===== src/rtl/hlpte_protocol_monitor.sv =====
`default_nettype none
// hlpte_protocol_monitor: passive checker of HLPTE valid sequencing (frame load, then param/out per set).
// Defining HLPTE_MON_CHECKSUM_EN adds the out_sum checksum port. Rev 1.0.
module hlpte_protocol_monitor #(
    parameter int DATA_BEATS  = 16384,
    parameter int PARAM_BEATS = 4,
    parameter int OUT_LEN     = 1024,
    parameter int SET_NUM     = 16,
    parameter int GAP_MIN     = 2,
    parameter int GAP_MAX     = 4,
    parameter int MAX_LAT     = 10000,
    parameter int TOT_W       = 32
) (
    input  logic                               clk,
    input  logic                               rst_n,
    input  logic                               in_valid_data,
    input  logic                               in_valid_param,
    input  logic                               out_valid,
    input  logic [31:0]                        out_value,
    output logic                               err_flag,
    output logic [3:0]                         err_code,
    output logic                               set_done,
    output logic [$clog2(MAX_LAT+1)-1:0]       set_latency,
    output logic [$clog2(SET_NUM+1)-1:0]       set_cnt,
    output logic [15:0]                        pat_cnt,
`ifdef HLPTE_MON_CHECKSUM_EN
    output logic [31:0]                        out_sum,
`endif
    output logic [TOT_W-1:0]                   total_latency
);

    localparam int LAT_W  = $clog2(MAX_LAT+1);
    localparam int SC_W   = $clog2(SET_NUM+1);
    localparam int MAXB_A = (DATA_BEATS > PARAM_BEATS) ? DATA_BEATS : PARAM_BEATS;
    localparam int MAXB   = (MAXB_A > OUT_LEN) ? MAXB_A : OUT_LEN;
    localparam int BEAT_W = $clog2(MAXB+2);
    localparam int GAP_W  = $clog2(GAP_MAX+2);

    localparam logic [BEAT_W-1:0] DATA_B   = BEAT_W'(DATA_BEATS);
    localparam logic [BEAT_W-1:0] DATA_SAT = BEAT_W'(DATA_BEATS+1);
    localparam logic [BEAT_W-1:0] PARAM_B  = BEAT_W'(PARAM_BEATS);
    localparam logic [BEAT_W-1:0] OUT_B    = BEAT_W'(OUT_LEN);
    localparam logic [BEAT_W-1:0] BEAT_ONE = BEAT_W'(1);
    localparam logic [GAP_W-1:0]  GAP_LO   = GAP_W'(GAP_MIN);
    localparam logic [GAP_W-1:0]  GAP_HI   = GAP_W'(GAP_MAX);
    localparam logic [LAT_W-1:0]  LAT_LAST = LAT_W'(MAX_LAT-1);
    localparam logic [SC_W-1:0]   SET_LAST = SC_W'(SET_NUM-1);

    typedef enum logic [2:0] {
        S_IDLE  = 3'd0,
        S_LOAD  = 3'd1,
        S_GAP   = 3'd2,
        S_PARAM = 3'd3,
        S_WAIT  = 3'd4,
        S_OUT   = 3'd5,
        S_ERR   = 3'd6
    } state_t;

    state_t             state;
    logic [BEAT_W-1:0]  beat_cnt;
    logic [GAP_W-1:0]   gap_cnt;
    logic [LAT_W-1:0]   lat_cnt;
    logic [3:0]         code;
    logic [TOT_W:0]     tot_sum;

    // Anything other than a clean 1 (including X/Z) is treated as deasserted.
    logic dv, pv, ov;
    assign dv = (in_valid_data  === 1'b1);
    assign pv = (in_valid_param === 1'b1);
    assign ov = (out_valid      === 1'b1);

    assign tot_sum = {1'b0, total_latency} + (TOT_W+1)'(set_latency);

    // Checks are ordered so the lowest applicable code wins.
    always_comb begin
        code = 4'd0;
        case (state)
            S_LOAD:  if (!dv && beat_cnt != DATA_B) code = 4'd1;
                     else if (!dv && pv)            code = 4'd2;
            S_GAP:   if (pv && gap_cnt < GAP_LO)    code = 4'd2;
                     else if (!pv && gap_cnt == GAP_HI) code = 4'd3;
            S_PARAM: if (!pv)                       code = 4'd4;
            S_WAIT:  if (pv)                        code = 4'd5;
                     else if (!ov && lat_cnt == LAT_LAST) code = 4'd6;
            S_OUT:   if (pv)                        code = 4'd5;
                     else if (!ov && beat_cnt != OUT_B) code = 4'd7;
                     else if (ov && beat_cnt == OUT_B)  code = 4'd8;
            default: code = 4'd0;
        endcase
        if (code == 4'd0 && ov &&
            (state == S_IDLE || state == S_LOAD || state == S_GAP || state == S_PARAM))
            code = 4'd9;
        if (code == 4'd0 && dv &&
            (state == S_GAP || state == S_PARAM || state == S_WAIT || state == S_OUT))
            code = 4'd10;
    end

    always_ff @(posedge clk) begin
        if (!rst_n) begin
            state         <= S_IDLE;
            beat_cnt      <= '0;
            gap_cnt       <= '0;
            lat_cnt       <= '0;
            err_flag      <= 1'b0;
            err_code      <= 4'd0;
            set_done      <= 1'b0;
            set_latency   <= '0;
            set_cnt       <= '0;
            pat_cnt       <= 16'd0;
            total_latency <= '0;
`ifdef HLPTE_MON_CHECKSUM_EN
            out_sum       <= 32'd0;
`endif
        end else begin
            set_done <= 1'b0;
            if (code != 4'd0) begin
                state    <= S_ERR;
                err_flag <= 1'b1;
                err_code <= code;
            end else begin
                case (state)
                    S_IDLE: if (dv) begin
                        state    <= S_LOAD;
                        beat_cnt <= BEAT_ONE;
                    end
                    S_LOAD: if (dv) begin
                        if (beat_cnt != DATA_SAT) beat_cnt <= beat_cnt + BEAT_ONE;
                    end else begin
                        state   <= S_GAP;
                        gap_cnt <= GAP_W'(1);
                    end
                    S_GAP: if (pv) begin
                        if (PARAM_BEATS == 1) begin
                            state   <= S_WAIT;
                            lat_cnt <= '0;
                        end else begin
                            state    <= S_PARAM;
                            beat_cnt <= BEAT_ONE;
                        end
                    end else begin
                        gap_cnt <= gap_cnt + GAP_W'(1);
                    end
                    S_PARAM: if (beat_cnt + BEAT_ONE == PARAM_B) begin
                        state   <= S_WAIT;
                        lat_cnt <= '0;
                    end else begin
                        beat_cnt <= beat_cnt + BEAT_ONE;
                    end
                    S_WAIT: if (ov) begin
                        state       <= S_OUT;
                        beat_cnt    <= BEAT_ONE;
                        set_latency <= lat_cnt;
`ifdef HLPTE_MON_CHECKSUM_EN
                        out_sum     <= out_value;
`endif
                    end else begin
                        lat_cnt <= lat_cnt + LAT_W'(1);
                    end
                    S_OUT: if (ov) begin
                        beat_cnt <= beat_cnt + BEAT_ONE;
`ifdef HLPTE_MON_CHECKSUM_EN
                        out_sum  <= out_sum + out_value;
`endif
                    end else begin
                        // Set completes on the first idle sample after exactly OUT_LEN beats.
                        set_done      <= 1'b1;
                        total_latency <= tot_sum[TOT_W] ? {TOT_W{1'b1}} : tot_sum[TOT_W-1:0];
                        if (set_cnt == SET_LAST) begin
                            set_cnt <= '0;
                            pat_cnt <= pat_cnt + 16'd1;
                            state   <= S_IDLE;
                        end else begin
                            set_cnt <= set_cnt + SC_W'(1);
                            state   <= S_GAP;
                            gap_cnt <= GAP_W'(1);
                        end
                    end
                    default: state <= state;
                endcase
            end
        end
    end

`ifndef HLPTE_MON_CHECKSUM_EN
    logic unused_out_value;
    assign unused_out_value = ^out_value;
`endif

endmodule
`default_nettype wire


===== config.mk =====
export PLATFORM = sky130hd
export DESIGN_NAME = hlpte_protocol_monitor
export DESIGN_NICKNAME = d
export VERILOG_FILES = /design/src/rtl/hlpte_protocol_monitor.sv
export SDC_FILE = /design/constraint.sdc
export NUM_CORES = 1
export LEC_CHECK = 0
export BUFFER_PORTS_ARGS = -buffer_cell sky130_fd_sc_hd__clkbuf_2
export CAP_MARGIN = 25
export CORE_MARGIN = 4
export CORE_UTILIZATION = 60
export CTS_BUF_LIST = sky130_fd_sc_hd__clkbuf_4 sky130_fd_sc_hd__clkbuf_8 sky130_fd_sc_hd__clkbuf_16
export CTS_CLUSTER_DIAMETER = 40
export DETAILED_ROUTE_END_ITERATION = 10
export PLACE_DENSITY = 0.85
export SYNTH_ARGS = -nofsm -noshare
export SYNTH_HDL_FRONTEND = slang
export SYNTH_SLANG_ARGS = --single-unit

===== constraint.sdc =====
create_clock -name clk -period 8.55 [get_ports clk]
set_clock_uncertainty 0.2 [all_clocks]
set_input_delay 0.855 -clock clk [delete_from_list [all_inputs] [get_ports clk]]
set_output_delay 0.855 -clock clk [all_outputs]
set_load 0.02 [all_outputs]

==> flow_summary.yaml <==
placement:
  dp_slack_ns: 4.35
  io_buffer_count: 77
  placed_cells: 940
  gp_congestion: 0.932
  dpl.hpwl_um: 11100
detailed_routing:
  vias: 5980
  drc: 0
  drt_first_pass_iters: 5
  routedWlPerCell_um: 16.2
  first_iter_violations: 615
  via_per_inst: 6.25
  wl_um: 15500
  antenna_left: 0
global_routing:
  antenna_found_initial: 0
  grt_max_degree: 59
  grt_util_all_layers_pct: 25.4
  gr-total-overflow: 0
  grt_pass1_vias: 5522
  grt_pass1_wl_um: 25100
worst_setup_path:
  critPathKind: "flop to flop"
  crit_path_end_kind: "flop"
  worst_path_largest_cell_delay_ns: 0.76
  crit_slowest_cell: "or3_1"
  setup.worst_path.start_class: "flop"
  cp_max_fo: 19
  path_cells: "inv_1 -> ha_1 -> nor2_1 -> a211oi_4 -> or3_1 -> nor3_2 -> a31oi_1 -> a211oi_1"
  reg2reg_from: "state[2]$_SDFFE_PN0P_"
  cp.buffers_inverters: 1
  cp_top_family: "simple AND/OR/NAND/NOR gates"
  worstSetupStartpoint: "state[2]$_SDFFE_PN0P_"
  crit_arrival_ns: 4.29
  required_ns: 8.63
  ff2ff_setup_slack_ns: 4.34
sta:
  tightestPinTransition_ns: 0.846
  hold_viol_final: 0
  fin_crit_ns: 4.21
  drv_slew: 0
  setup_ws_ns: 4.34
  fmax_mhz: 238
  fin_crit_sh_pct: 49.2
  setup_viol: 0
  rsz0062_at_grt: "false"
  tns_ns: 0
  maxSlewHeadroom_pct: 43.6
synthesis:
  synth_flop_cell: "dfxtp_1"
  synth_edf_count: 0
  ys_warn_count: 0
  avgSynthCellArea_sq_um: 8.20
  ys_ff_latch: 108
  ys_seq_area_share_pct: 34.4
  syn-num-nets: 831
  syn_inst: 767
  synthArstFlopShare_pct: 0
  netlist_area_sq_um: 6290
  synth_cell_types: 73
power:
  ir_drop_uv: 106
  p_total_mw: 1.31
  p_sw_mw: 0.500
  clockPowerShare_pct: 25.9
  intPower_mw: 0.811
  netSwitchingFraction_pct: 38.1
  pwr_density_cell_nw_per_um2: 190
  p_leak_nw: 2.69
  power_frac_seq_pct: 43.7
  combPwrFrac_pct: 30.4
floorplanning:
  initial_utilization_pct: 61.2
  dieHeight_um: 110
  placeableCoreArea_sq_um: 10300
  ios: 110
  die_x_um: 110
  die_area_sq_um: 12200
  fp-row-count: 37
cts:
  clockRootBuffer: "clkbuf_8"
  cts_tree: "done"
  clock_latency_ns: 0.39
  cts_buffers: 9
  clock-sinks: 108
  cts_setup_buffers: 0
  htreeDepth: 3
  cts_hold_buf: 0
  path_clk_slew_ns: 0.10
  clk_path_buf_depth: 2
  cts_resized: 0
cells_and_area:
  area_growth_syn_to_layout_pct: 9.75
  drive_above_1_share_pct: 16.4
  fin_cells: 957
  fillCellCount: 865
  diodes: 0
  num-nets-final: 880
min_path:
  hold_class: "flop to flop"
  min_from: "err_code[2]$_SDFFE_PN0P_"
outcome:
  status: "completed"
job:
  drv_cap: 0
## worst min-delay path: cells and delay by family (launching register included)
kind            cells  cell delay, ns
simple gates        1            0.06
flops               1            0.33
compound gates      1            0.06
## final timing paths
check,to,cells past startpoint
max reg2reg,total_latency[28]$_SDFFE_PN0P_,8
min,err_code[2]$_SDFFE_PN0P_,2
max,total_latency[28]$_SDFFE_PN0P_,8
min reg2reg,err_code[2]$_SDFFE_PN0P_,2
## area by class of cell
type,count,area (sq um),share of cell area (%)
Timing Repair Buffer,83,430,6.23
Clock buffer,11,151,2.19
Clock inverter,5,67.6,0.979
Inverter,22,82.6,1.20
Tap cell,136,170,2.46
Multi-Input combinational cell,592,3840,55.6
Sequential cell,108,2160,31.3
## stage by stage
step	hold WS (ns)	utilization, %	instance area (sq um)
finish	0.281	67.2	6900
global route	0.307	67.2	6900
CTS	0.282	67.1	6900
detailed placement	0.268	65.0	6680
global placement	0.247	65.0	6680
floorplan	0.256	-	6290
## power groups by stage
stage	Combinational (mW)	Clock (mW)	Sequential, mW
after global routing	0.439	0.367	0.576
after CTS	0.395	0.344	0.570
after detailed placement	0.394	0	0.581
final	0.398	0.340	0.572
after floorplan	0.325	0	0.575
after global placement	0.381	0	0.580
## sequential cells by signal, summed over array words and instances (netlist names), 4 cells and up
register / cells
beat_cnt: 15
err_code: 4
lat_cnt: 14
pat_cnt: 16
set_cnt: 5
set_latency: 14
total_latency: 32
## metal layers
metal / track usage (%) / up-vias / share of wire (%)
li1: - / 2890 / -
met1: 31.2 / 2862 / 43
met2: 44.6 / 202 / 50
met3: 4.19 / 26 / 5.8
met4: 9.23 / 0 / 1.6
met5: 0 / - / 0
## cells in the mapped netlist (6+ instances only)
cell / instances / area (sq um)
dfxtp_1: 108 / 2160
nor2_1: 70 / 263
nand2_1: 65 / 244
nand3_1: 50 / 250
o21ai_0: 50 / 250
a21oi_1: 48 / 240
xor2_1: 30 / 263
ha_1: 26 / 325
clkbuf_1: 24 / 90.1
nor3_1: 22 / 110
inv_1: 21 / 78.8
o21ai_1: 16 / 80.1
buf_2: 15 / 75.1
or4_1: 15 / 113
nand4_1: 14 / 87.6
nor4_1: 13 / 81.3
xnor2_1: 12 / 105
a31oi_1: 11 / 68.8
a211oi_1: 10 / 75.1
and3_1: 10 / 62.6
and4_1: 7 / 61.3
nor2b_1: 7 / 43.8
and2_1: 6 / 37.5
or3_1: 6 / 37.5
## placed cells by master (no fill, tap or decap), types with 5 or more instances in the layout
cell type and n:
dfxtp_1 108, clkbuf_2 77, nor2_1 70, nand2_1 65
nand3_1 50, o21ai_0 50, a21oi_1 48, xor2_1 30
ha_1 26, nor3_1 21, inv_1 20, o21ai_1 16
or4_1 15, nand4_1 14, nor4_1 13, xnor2_1 12
a31oi_1 11, clkbuf_8 11, and3_1 10, a211oi_1 10
nor2b_1 7, and4_1 7, and2_1 6, or3_1 6
buf_4 6, nor3_2 5, mux2i_1 5, a311oi_1 5
o31ai_1 5, or2_2 5, o21a_1 5
## cells by family after synthesis
group | count (synthesis) | share of synthesized area (%)
AO/OA/AOI/OAI | 189 | 19.4
XOR/XNOR | 42 | 5.85
adder cells (fa/ha/maj) | 27 | 5.49
buffers and inverters | 67 | 4.67
flip-flops | 108 | 34.4
multiplexers | 5 | 0.796
AND/OR/NAND/NOR | 329 | 29.5
Note: power is estimated with default switching activity, not from simulation.
